===== src/rtl/trace_output_serialiser_pkg.sv =====
`default_nettype none
// ============================================================================
// Module   : trace_output_serialiser_pkg
// Brief    : Shared datatypes for the trace output path: record layout,
//            serialiser constants, FSM states and the word-select helper.
// Revision : 1.0 - initial release
// ============================================================================
`ifndef DATA_WIDTH
`define DATA_WIDTH 32
`endif

package trace_output_serialiser_pkg;

    localparam logic [7:0] c_HEADER_SYNC = 8'hA5;
    localparam int         c_WORD_COUNT  = 19;
    localparam logic [4:0] c_LAST_INDEX  = 5'(c_WORD_COUNT - 1);

    typedef struct packed {
        logic [31:0] start_time;
        logic [31:0] end_time;
    } mem_access_req;

    typedef struct packed {
        logic [31:0] start_time;
        logic [31:0] end_time;
    } mem_access_res;

    typedef struct packed {
        logic [31:0]   time_start;
        logic [31:0]   time_end;
        mem_access_req req;
        mem_access_res res;
    } IF_data;

    typedef struct packed {
        logic [31:0] start_time;
        logic [31:0] end_time;
    } ID_data;

    typedef struct packed {
        logic [31:0]   start_time;
        logic [31:0]   end_time;
        mem_access_req req;
    } EX_data;

    typedef struct packed {
        logic [31:0]   start_time;
        logic [31:0]   end_time;
        mem_access_res res;
    } WB_data;

    typedef struct packed {
        logic        pass_through;
        logic [31:0] instruction;
        logic [31:0] addr;
        IF_data      if_d;
        ID_data      id_d;
        EX_data      ex_d;
        WB_data      wb_d;
    } trace_output;

    typedef enum logic [0:0] {
        ST_IDLE = 1'b0,
        ST_SEND = 1'b1
    } ser_state_t;

    // Word idx of a record in wire order; index 0 is the header.
    function automatic logic [`DATA_WIDTH-1:0] select_word(
        input trace_output rec,
        input logic [4:0]  idx,
        input logic [15:0] seq
    );
        logic [`DATA_WIDTH-1:0] w;
        case (idx)
            5'd0:    w = {c_HEADER_SYNC, 7'd0, rec.pass_through, seq};
            5'd1:    w = rec.instruction;
            5'd2:    w = rec.addr;
            5'd3:    w = rec.if_d.time_start;
            5'd4:    w = rec.if_d.time_end;
            5'd5:    w = rec.if_d.req.start_time;
            5'd6:    w = rec.if_d.req.end_time;
            5'd7:    w = rec.if_d.res.start_time;
            5'd8:    w = rec.if_d.res.end_time;
            5'd9:    w = rec.id_d.start_time;
            5'd10:   w = rec.id_d.end_time;
            5'd11:   w = rec.ex_d.start_time;
            5'd12:   w = rec.ex_d.end_time;
            5'd13:   w = rec.ex_d.req.start_time;
            5'd14:   w = rec.ex_d.req.end_time;
            5'd15:   w = rec.wb_d.start_time;
            5'd16:   w = rec.wb_d.end_time;
            5'd17:   w = rec.wb_d.res.start_time;
            5'd18:   w = rec.wb_d.res.end_time;
            default: w = '0;
        endcase
        return w;
    endfunction

endpackage

`default_nettype wire


===== src/rtl/trace_output_serialiser_fifo.sv =====
`default_nettype none
// ============================================================================
// Module   : trace_record_fifo
// Brief    : Small FIFO of complete trace records. Pointers carry one extra
//            wrap bit so full and empty are distinguished without a counter.
// Revision : 1.0 - initial release
// ============================================================================
module trace_record_fifo
    import trace_output_serialiser_pkg::*;
#(
    parameter int DEPTH = 2
) (
    input  logic                    clk,
    input  logic                    rst_n,
    input  logic                    push_i,
    input  trace_output             data_i,
    input  logic                    pop_i,
    output trace_output             data_o,
    output logic                    full_o,
    output logic                    empty_o,
    output logic [$clog2(DEPTH):0]  count_o
);

    localparam int          AW           = $clog2(DEPTH);
    localparam logic [AW:0] c_FULL_COUNT = (AW + 1)'(DEPTH);
    localparam logic [AW:0] c_PTR_ONE    = (AW + 1)'(1);

    trace_output mem_q [DEPTH];
    trace_output mem_d [DEPTH];
    logic [AW:0] wr_ptr_q, wr_ptr_d;
    logic [AW:0] rd_ptr_q, rd_ptr_d;
    logic        w_do_push;
    logic        w_do_pop;

    assign count_o   = wr_ptr_q - rd_ptr_q;
    assign full_o    = (count_o == c_FULL_COUNT);
    assign empty_o   = (count_o == '0);
    assign w_do_push = push_i & ~full_o;
    assign w_do_pop  = pop_i & ~empty_o;
    assign data_o    = mem_q[rd_ptr_q[AW-1:0]];

    // Write the incoming record and advance whichever pointers moved.
    always_comb begin
        mem_d    = mem_q;
        wr_ptr_d = wr_ptr_q;
        rd_ptr_d = rd_ptr_q;
        if (w_do_push) begin
            mem_d[wr_ptr_q[AW-1:0]] = data_i;
            wr_ptr_d                = wr_ptr_q + c_PTR_ONE;
        end
        if (w_do_pop) begin
            rd_ptr_d = rd_ptr_q + c_PTR_ONE;
        end
    end

    // Pointer registers; clearing them empties the FIFO.
    always_ff @(posedge clk or negedge rst_n) begin
        if (!rst_n) begin
            wr_ptr_q <= '0;
            rd_ptr_q <= '0;
        end else begin
            wr_ptr_q <= wr_ptr_d;
            rd_ptr_q <= rd_ptr_d;
        end
    end

    // Record storage; contents are only meaningful behind valid pointers.
    always_ff @(posedge clk) begin
        mem_q <= mem_d;
    end

endmodule

`default_nettype wire


===== src/rtl/trace_output_serialiser.sv =====
`default_nettype none
// ============================================================================
// Module   : trace_output_serialiser
// Brief    : Buffers trace records and streams each one as a 19-word burst
//            (header + 18 data words) over a valid/ready word interface.
// Revision : 1.0 - initial release
// ============================================================================
module trace_output_serialiser
    import trace_output_serialiser_pkg::*;
#(
    parameter int FIFO_DEPTH = 2
) (
    input  logic                   clk,
    input  logic                   rst_n,
    input  trace_output            trace_i,
    input  logic                   trace_valid_i,
    output logic                   trace_ready_o,
    output logic [`DATA_WIDTH-1:0] word_o,
    output logic                   word_valid_o,
    input  logic                   word_ready_i,
    output logic                   word_last_o
);

    localparam int               CW      = $clog2(FIFO_DEPTH) + 1;
    localparam logic [CW-1:0]    c_ONE   = CW'(1);

    ser_state_t    state_q, state_d;
    logic [4:0]    idx_q, idx_d;
    logic [15:0]   seq_q, seq_d;
    logic          ready_en_q, ready_en_d;

    trace_output   w_head;
    logic          w_full;
    logic          w_empty;
    logic [CW-1:0] w_count;
    logic          w_push;
    logic          w_word_hs;
    logic          w_last;
    logic          w_pop;

    // ready_en_q keeps the input closed until the first edge out of reset.
    assign trace_ready_o = ready_en_q & ~w_full;
    assign w_push        = trace_valid_i & trace_ready_o;
    assign word_valid_o  = (state_q == ST_SEND);
    assign w_last        = (state_q == ST_SEND) && (idx_q == c_LAST_INDEX);
    assign word_last_o   = w_last;
    assign w_word_hs     = word_valid_o & word_ready_i;
    assign w_pop         = w_word_hs & w_last;
    assign word_o        = (state_q == ST_SEND) ? select_word(w_head, idx_q, seq_q) : '0;

    trace_record_fifo #(
        .DEPTH   (FIFO_DEPTH)
    ) u_fifo (
        .clk     (clk),
        .rst_n   (rst_n),
        .push_i  (w_push),
        .data_i  (trace_i),
        .pop_i   (w_pop),
        .data_o  (w_head),
        .full_o  (w_full),
        .empty_o (w_empty),
        .count_o (w_count)
    );

    // Next-state: enter SEND on the accept edge so the header appears one
    // cycle later; on the last word either chain into the next record or idle.
    always_comb begin
        state_d    = state_q;
        idx_d      = idx_q;
        seq_d      = seq_q;
        ready_en_d = 1'b1;
        case (state_q)
            ST_IDLE: begin
                if (w_push || !w_empty) begin
                    state_d = ST_SEND;
                    idx_d   = 5'd0;
                end
            end
            ST_SEND: begin
                if (w_word_hs) begin
                    if (w_last) begin
                        idx_d = 5'd0;
                        seq_d = seq_q + 16'd1;
                        if ((w_count > c_ONE) || w_push) begin
                            state_d = ST_SEND;
                        end else begin
                            state_d = ST_IDLE;
                        end
                    end else begin
                        idx_d = idx_q + 5'd1;
                    end
                end
            end
            default: begin
                state_d = ST_IDLE;
                idx_d   = 5'd0;
            end
        endcase
    end

    // Control registers.
    always_ff @(posedge clk or negedge rst_n) begin
        if (!rst_n) begin
            state_q    <= ST_IDLE;
            idx_q      <= 5'd0;
            seq_q      <= 16'd0;
            ready_en_q <= 1'b0;
        end else begin
            state_q    <= state_d;
            idx_q      <= idx_d;
            seq_q      <= seq_d;
            ready_en_q <= ready_en_d;
        end
    end

endmodule

`default_nettype wire


===== config.mk =====
export PLATFORM = sky130hd
export DESIGN_NAME = trace_output_serialiser
export DESIGN_NICKNAME = d
export VERILOG_FILES = /design/src/rtl/trace_output_serialiser_pkg.sv /design/src/rtl/trace_output_serialiser_fifo.sv /design/src/rtl/trace_output_serialiser.sv
export SDC_FILE = /design/constraint.sdc
export NUM_CORES = 1
export LEC_CHECK = 0
export CORE_UTILIZATION = 40
export DETAILED_ROUTE_END_ITERATION = 8
export HOLD_SLACK_MARGIN = 0.08
export PLACE_DENSITY = 0.72
export SYNTH_ARGS = -nofsm -noshare
export SYNTH_HDL_FRONTEND = slang
export SYNTH_SLANG_ARGS = --single-unit

===== constraint.sdc =====
create_clock -name clk -period 38.5 [get_ports clk]
set_input_delay 7.7 -clock clk [delete_from_list [all_inputs] [get_ports clk]]
set_output_delay 7.7 -clock clk [all_outputs]
set_load 0.1 [all_outputs]

=== After elaboration in Yosys (flattened, before gate mapping) ===
Index checks and enable logic that the tools add are counted.

* Order comparisons: 4
* Equality and inequality tests: 21
* $add $sub $neg: 5
* Bitwise logic cells: 11
* Reduce and logical (&&, ||, !) cells: 9
* Muxes and demuxes: 17

{| class="wikitable"
|+ Operators by type and width
! cell !! number
|-
| $mux 577 || 4
|-
| $bwmux 1154 || 1
|-
| $pmux 32 s19 || 1
|-
| $demux 577 s1 || 1
|-
| $eq 5x4->1 const B || 8
|-
| $mux 32 || 1
|-
| $eq 5x3->1 const B || 4
|-
| $add 16x1->16 const B || 1
|-
| $eq 5x5->1 const B || 3
|-
| $mux 5 || 3
|-
| $eq 5x2->1 const B || 2
|-
| $pmux 5 s2 || 1
|-
| $and 1x1->1 || 6
|-
| $add 5x1->5 const B || 1
|-
| $eq 5x1->1 const B || 1
|-
| $logic_not 5->1 || 1
|-
| $add 2x1->2 const B || 2
|-
| $ge 2x2->1 const B || 2
|-
| $mux 1 || 4
|-
| $not 1->2 || 2
|-
| $not 1->1 || 3
|-
| $reduce_and 3->1 || 1
|-
| $eq 2x2->1 const B || 1
|-
| $gt 2x1->1 const B || 1
|-
| other kinds (10) || 12
|}

* Flip-flop bits (word level): 1181
* Logic and storage cells: 111
* Output and inout bits: 35
* Bits of input ports: 581

=== Longest topological paths before layout ===
Gate-level depths: netlist (run 1).

* Depth after elaboration: 10
* Mapped depth: 12
* Gate-level depth less buffers: 8

=== Cells and area by module ===
Synthesis (run 1) repeated with hierarchy kept, for this count alone.

* Cells, all modules: 2527
* Area total of the unflattened synthesis: 47668.2 um^2

{| class="wikitable"
|+ Modules (own cells, without submodules)
! module !! area each (um^2) !! cells an instance !! sequential area each (um^2) !! times used
|-
| trace_record_fifo || 41982.8 || 1821 || 34753.3 || 1
|-
| trace_output_serialiser || 5685.5 || 706 || 575.6 || 1
|}

=== Worst setup path before layout (run 1) ===
No wires, ideal clock.

* Path type: input -> register
* Start point: input port trace_valid_i
* End point: register u_fifo.mem_q[0] (netlist bit) (enable)
* Setup time: 1.538 ns
* Required time: 36.962 ns
* Arrival: 31.806 ns
* Path buffers: 0
* Path slack: 5.157 ns
* Stages on the path: 2
* Cells stage by stage: nand2_1 > nor2_1

* Word-level cells in the longest chain between the ends: 2

{| class="wikitable"
|+ RTL lines
! element !! RTL line !! text
|-
| start: declaration || trace_output_serialiser.sv:16 || <nowiki>input logic trace_valid_i,</nowiki>
|-
| $and 1x1->1 || trace_output_serialiser.sv:43 || <nowiki>assign w_push = trace_valid_i & trace_ready_o;</nowiki>
|-
| $and 1x1->1 || trace_output_serialiser_fifo.sv:38 || <nowiki>assign w_do_push = push_i & ~full_o;</nowiki>
|-
| end signal: assignment || trace_output_serialiser_fifo.sv:69 || <nowiki>mem_q <= mem_d;</nowiki>
|-
| end: declaration || trace_output_serialiser_fifo.sv:28 || <nowiki>trace_output mem_q [DEPTH];</nowiki>
|}

Every way passes these cells.
A chain may end at the register's enable or synchronous reset.

=== Worst setup path after layout (run 1) ===
* Start point: register u_fifo.rd_ptr_q[0]
* End point: output port word_o[9]

* Word-level cells in the longest chain between the ends: 6

{| class="wikitable"
|+ RTL lines
! element !! RTL line !! text
|-
| start: declaration || trace_output_serialiser_fifo.sv:31 || <nowiki>logic [AW:0] rd_ptr_q, rd_ptr_d;</nowiki>
|-
| start signal: assignment || trace_output_serialiser_fifo.sv:63 || <nowiki>rd_ptr_q <= rd_ptr_d;</nowiki>
|-
| $not 1->2 (implied by the code) || trace_output_serialiser_fifo.sv:40 || <nowiki>assign data_o = mem_q[rd_ptr_q[AW-1:0]];</nowiki>
|-
| $mux 577 (implied by the code) (3 in series) || trace_output_serialiser_fifo.sv:40 ||
|-
| $pmux 32 s19 || trace_output_serialiser_pkg.sv:74 || <nowiki>case (idx)</nowiki>
|-
| $mux 32 || trace_output_serialiser.sv:49 || <nowiki>assign word_o = (state_q == ST_SEND) ? select_word(w_head, idx_q, seq_q) : '0;</nowiki>
|-
| end: declaration || trace_output_serialiser.sv:18 || <nowiki>output logic [`DATA_WIDTH-1:0] word_o,</nowiki>
|}

Every way passes these cells. The select of a mux whose other input is x is not followed.

==> metrics, run 1 <==
status=finished, final reports clean; post-synthesis adder-cell area fraction=0.193%; clock sinks=around 1200; CP Launch Point=u_fifo.rd_ptr_q[0]; Num CTS Buffers=~120; Setup-failing EPs final=0; Mean Syn Cell Area=approximately 18 sq um; FF-to-FF Start=u_fifo.rd_ptr_q[0]; Mapped Cells=2501; FMAX=0.0739 GHz; crit path max fanout=roughly 120; # port buffers=615; H-Tree Depth=3; final non-filler cell total=between 4000 and 5000; worst clock skew=between 0.03 and 0.04 ns; top cell type's share of synthesized area=around 76%; Seq cells post-synth=between 1000 and 1500; Final min period=13.54 ns; Via density=about 5.5; worst vdd ir=approximately 0.080 mV; CP peak stage delay=about 1.1 ns; die width=339 microns; register area share after synthesis=approximately 78%; Core Region=about 110000 sq um; GR Overflow Total=0; Slowest cell on crit path=clkdlybuf4s50_1; Mapped Area=45300 sq um; dpl ws=25.56 ns; Filler cells=9084; DR pass1 iterations=5; Worst-path clk slew=approximately 0.060 ns; layout cells sized above 1=9.68%; FP Rows=approximately 120; Slew Limit Fails=0; Crit path required time=30.80 ns; most numerous cell in the Yosys netlist=edfxtp_1; initial antenna violation count=59; Synth Area in Compound Gates=~6.2%; Initial Util=40.3%; leakage=approximately 18 nW; multi-input combinational cell area=between 9000 and 10000 sq um; Distinct cells, synth=60; worst skew pair latency=0.71 ns; Hold WC Path Type=flop to flop; via count=between 20000 and 30000; Worst Max-Slew Pin Slew=approximately 1.4 ns; # hold bufs at CTS=0; endpoints failing hold=0; placed cell count=approximately 4500; Placer Congestion=between 0.8 and 0.9; largest family of logic cells by synthesized area=multiplexers; CTS max path bufs=3; critical path endpoint=word_o[9]; Worst slew margin=4.75%; most common flop cell mapped by yosys=edfxtp_1; Max Cap Viol=0; ANT nets after route=0; cells along the critical path=buf_12 -> buf_4 -> mux2i_1 -> o22ai_1 -> nor3_1 -> a31oi_1 -> clkdlybuf4s50_1; crit path kind=flop to output port; IO Pins=616; storage element area=approximately 35000 sq um; total wire length=roughly 140000 microns; Total GRT Usage=about a quarter; synthesis-to-layout area growth=26.1%; period utilisation layout=about a third; DP HPWL=between 90000 and 100000 microns; worst path arrival time=between 5 and 6 ns; r2r setup slk=~33 ns; Post-CTS Setup Bufs=0; die height=around 340 microns; fin nets=3749; CP endpoint kind=output port; clock tree from TritonCTS=yes; top cells by count, synth=1154 x edfxtp_1, 431 x mux2i_1, 191 x o22ai_1, 92 x a22oi_1, 92 x buf_2; multiplexer area fraction after synthesis=slightly above 10%; capture point of the worst reg-to-reg path=u_fifo.mem_q[977]; ys async rst share=under 10%; largest net degree at the start of global routing=172; RSZ-0062 raised after global routing=no; vias in the first global route=26300; setup tns final=0 ns; P per Cell Area=around 74 nW/um^2; XOR/XNOR share of the synthesized area=less than 1%; CP startpoint kind=flop; final setup margin=around 25 ns; final core utilization=between 50% and 60%; first-pass GRT wire length=190000 microns; die area=between 100000 and 150000 sq um; Post-synth EDFFs=1154; top cells by area, synth=edfxtp_1 76%, mux2i_1 9.5%, o22ai_1 2.6%; post-synth top area cell=edfxtp_1; Worst R2R Path Depth=9; Pwr Total=~4.2 mW; wire length per cell=28.9 microns; root buf cell=clkbuf_16; Post-Syn Nets=between 3000 and 4000; DR DRC count=0; first-iteration detailed-routing DRC count=approximately 2700; # resized after CTS=0; Synth warnings=0; Post-Synth Simple-Gate Area=under 10%
==> through the flow <==
step / instance area (sq um) / hold WS [ns]
floorplan: 45300 / 0.445
global placement: 53300 / 0.476
detailed placement: 53300 / 0.486
CTS: 57100 / 0.498
global route: 57100 / 0.501
finish: 57200 / 0.497
==> cells in the final DEF, fill, tap and decap left out, types with 6 or more instances in the layout <==
master / n
a21oi_1: 9
and3_1: 6
edfxtp_1: 1154
a31oi_1: 27
a41o_1: 6
bufinv_16: 8
nand3_1: 27
mux2_2: 28
clkinv_2: 29
inv_1: 6
xor2_1: 6
buf_4: 63
mux2i_1: 431
clkbuf_16: 119
dfrtp_1: 26
a221oi_1: 10
nor4_1: 37
a221o_1: 9
ha_1: 6
nor2_1: 30
diode_2: 31
clkdlybuf4s50_1: 614
a22oi_1: 92
o21ai_0: 49
nand2_1: 85
nor4_2: 7
nand4_1: 11
clkbuf_1: 25
nor3_1: 16
clkinv_1: 23
xnor2_1: 14
o22ai_1: 191
==> cell type report <==
type / count / share of cell area [%]
Multi-Input combinational cell: 1171 / 16.4
Tap cell: 1500 / 3.28
Sequential cell: 1181 / 61.8
Clock inverter: 77 / 1.16
Timing Repair Buffer: 682 / 11.8
Antenna cell: 31 / 0.136
Clock buffer: 144 / 5.37
Inverter: 8 / 0.0525
==> report_power, final <==
part	switching (mW)	leakage, nW	internal, mW
combinational	1.01	5.21	0.406
sequential	0.0515	10.9	1.64
clock	0.485	1.83	0.623
total	1.55	17.9	2.67
==> worst max-delay path, delay by kind of cell, from the launching register on <==
kind                   cells  cell delay (ns)
buffers and inverters      3             2.53
muxes                      1             0.27
and+or+nand+nor            1             0.98
DFF                        1             0.82
AOI/OAI and AO/OA          2             0.28
==> flip-flops by register name, summed over array words and instances (netlist names) <==
name,cells
seq_q,16
ready_en_q,1
word_valid_o,1
u_fifo.wr_ptr_q,2
u_fifo.mem_q,1154
idx_q,5
u_fifo.rd_ptr_q,2
==> how the worst min path moves through the flow <==
| stage | from | endpoint | cells past startpoint |
|---|---|---|---|
| CTS | u_fifo.rd_ptr_q[1] | u_fifo.rd_ptr_q[1] | 1 |
| floorplan | seq_q[15] | seq_q[15] | 1 |
| global placement | u_fifo.rd_ptr_q[1] | u_fifo.rd_ptr_q[1] | 1 |
| finish | u_fifo.rd_ptr_q[1] | u_fifo.rd_ptr_q[1] | 1 |
| detailed placement | u_fifo.rd_ptr_q[1] | u_fifo.rd_ptr_q[1] | 1 |
| global route | u_fifo.rd_ptr_q[1] | u_fifo.rd_ptr_q[1] | 1 |
==> routing by layer <==
layer / share of wire (%) / track usage [%]
met5: 0.20 / 0
met4: 3.3 / 8.77
met3: 8.4 / 5.29
met2: 49 / 39.5
met1: 39 / 29.9
==> cells by family after synthesis <==
kind of cell	Yosys count
muxes	459
and+or+nand+nor	262
xor gates and xnor gates	21
other	1
buffers and inverters	149
AOI/OAI and AO/OA	421
adders and majority gates	7
DFF	1181
Note: power is estimated with default switching activity, not from simulation.
==> run 2: changes to the inputs <==
PLACE_DENSITY = 0.75   (was 0.72)
clock period = 12 ns   (was 38.5 ns; I/O delays follow)
==> metrics, run 2 (synthesis results as in run 1) <==
crit path kind=flop to output port; GR Overflow Total=0; Post-CTS Setup Bufs=0; CTS max path bufs=3; worst skew pair latency=0.71 ns; RSZ-0062 raised after global routing=no; Slew Limit Fails=0; endpoints failing hold=0; Buf/Inv on CP=3; Num CTS Buffers=~120; ANT nets after route=0; Final Instance Area=around 57000 sq um; Hold WC Path Type=flop to flop; H-Tree Depth=3; Worst Max-Slew Pin Slew=between 1 and 1.5 ns; fin nets=around 3700; Largest register FFs=~1200; Worst slew margin=11.7%; clock tree from TritonCTS=yes; CP startpoint kind=flop; Filler cells=around 9000; initial antenna violation count=74; first-iteration detailed-routing DRC count=about 2700; root buf cell=clkbuf_16; layout cells sized above 1=9.81%; DR pass1 iterations=5; placed cell area=53300 sq um; Final min period=~8.4 ns; clock sinks=1181; die height=339 microns; placed cell count=around 4500; leakage=18.1 nW; Total GRT Usage=23.9%; synthesis-to-layout area growth=26.8%; Crit path required time=roughly 9.6 ns; Pwr Total=~14 mW; DP HPWL=~94000 microns; highest-count cells in the layout ignoring fill and taps=1154 x edfxtp_1, 613 x clkdlybuf4s50_1, 431 x mux2i_1; FMAX=roughly 0.12 GHz; Core Region=112000 sq um; CP endpoint kind=output port; cells along the critical path=buf_4 -> buf_4 -> mux2i_1 -> o22ai_1 -> nor4_2 -> a31oi_1 -> clkdlybuf4s50_1; biggest regs=u_fifo.mem_q (1154), seq_q (16), idx_q (5); Max Cap Viol=0; CP peak stage delay=between 1 and 1.5 ns; Reg with most FFs=u_fifo.mem_q; Worst-path clk slew=0.06 ns; Comb pwr share=between 30% and 40%; Sw Pwr=5.00 mW; IO Pins=616; most common cell after layout, fill and taps aside=edfxtp_1; wire length per cell=~29 microns; DR DRC count=0; setup tns final=0 ns; FP Rows=about 120; final non-filler cell total=4811; first-pass GRT wire length=approximately 190000 microns; family with the most delay on the worst path=buffers and inverters; Seq pwr share=39.4%; Slowest cell on crit path=clkdlybuf4s50_1; Internal Dissipation=approximately 8.8 mW; largest net degree at the start of global routing=approximately 170; total wire length=about 140000 microns; die width=between 300 and 400 microns; # resized after CTS=0; Via density=~5.5; worst vdd ir=about 0.25 mV; Setup-failing EPs final=0; die area=115000 sq um; worst path arrival time=approximately 6.0 ns; crit path max fanout=61; clock share of power=27.7%; status=finished, final reports clean; Most common cell on crit path=buf_4; vias in the first global route=between 20000 and 30000; Placer Congestion=0.823; P per Cell Area=approximately 240 nW/um^2; # hold bufs at CTS=0; Sw Ratio=36.4%; via count=26700; period utilisation layout=69.8%; # port buffers=615; Initial Util=40.3%; worst clock skew=~0.026 ns
## run 2: changes by cell type in the layout (fill, tap and decap cells not counted), moves of 5 or more
cell,previous run,this run
diode_2,31,48
buf_4,63,53
clkbuf_16,119,124
clkinv_1,23,30
clkinv_2,29,23
clkbuf_1,25,14
bufinv_16,8,15
## run 2: metrics by stage
| step | util [%] | hold slack (ns) | setup slack [ns] |
|---|---|---|---|
| floorplan | - | 0.445 | 0.409 |
| global placement | 47.4 | 0.470 | 4.42 |
| detailed placement | 47.4 | 0.466 | 4.36 |
| CTS | 51.1 | 0.484 | 3.54 |
| global route | 51.1 | 0.510 | 3.41 |
| finish | 51.2 | 0.482 | 3.62 |
## run 2: area by class of cell
class                      count  area, sq um  share of cell area [%]
clock inverter                91          908                    1.58
timing repair buffer         674         6690                    11.6
inverter                       8         30.0                  0.0522
multi-input combinational   1171         9370                    16.3
tap                         1500         1880                    3.26
sequential                  1181        35300                    61.5
clock buffer                 138         3160                    5.49
antenna                       48          120                   0.209
## run 2: final timing paths
path / startpoint / end / slack, ns / depth (start not counted)
max reg2reg: u_fifo.rd_ptr_q[0] / u_fifo.mem_q[89] / 7.28 / 8
max in group asynchronous: rst_n / u_fifo.rd_ptr_q[0] / 9.60 / 2
min: seq_q[15] / seq_q[15] / 0.48 / 1
max: u_fifo.rd_ptr_q[0] / word_o[26] / 3.62 / 7
min reg2reg: seq_q[15] / seq_q[15] / 0.48 / 1
min in group asynchronous: rst_n / ready_en_q / 2.10 / 2
## run 2: power groups by stage
stage	registers, mW	logic, mW	clock network (mW)
after floorplan	5.63	2.88	0
after global placement	5.47	4.52	0
after detailed placement	5.49	4.54	0
after CTS	5.41	4.56	3.87
after global routing	5.46	4.71	4.03
final	5.42	4.53	3.81
## run 2: routing by layer
layer  vias up  GRT usage, %  part of all wire, %
li1      11600             -                    -
met1     13600          29.9                   39
met2      1236          38.9                   49
met3       254          6.17                  8.4
met4        32          10.9                  3.8
met5         -             0                 0.14
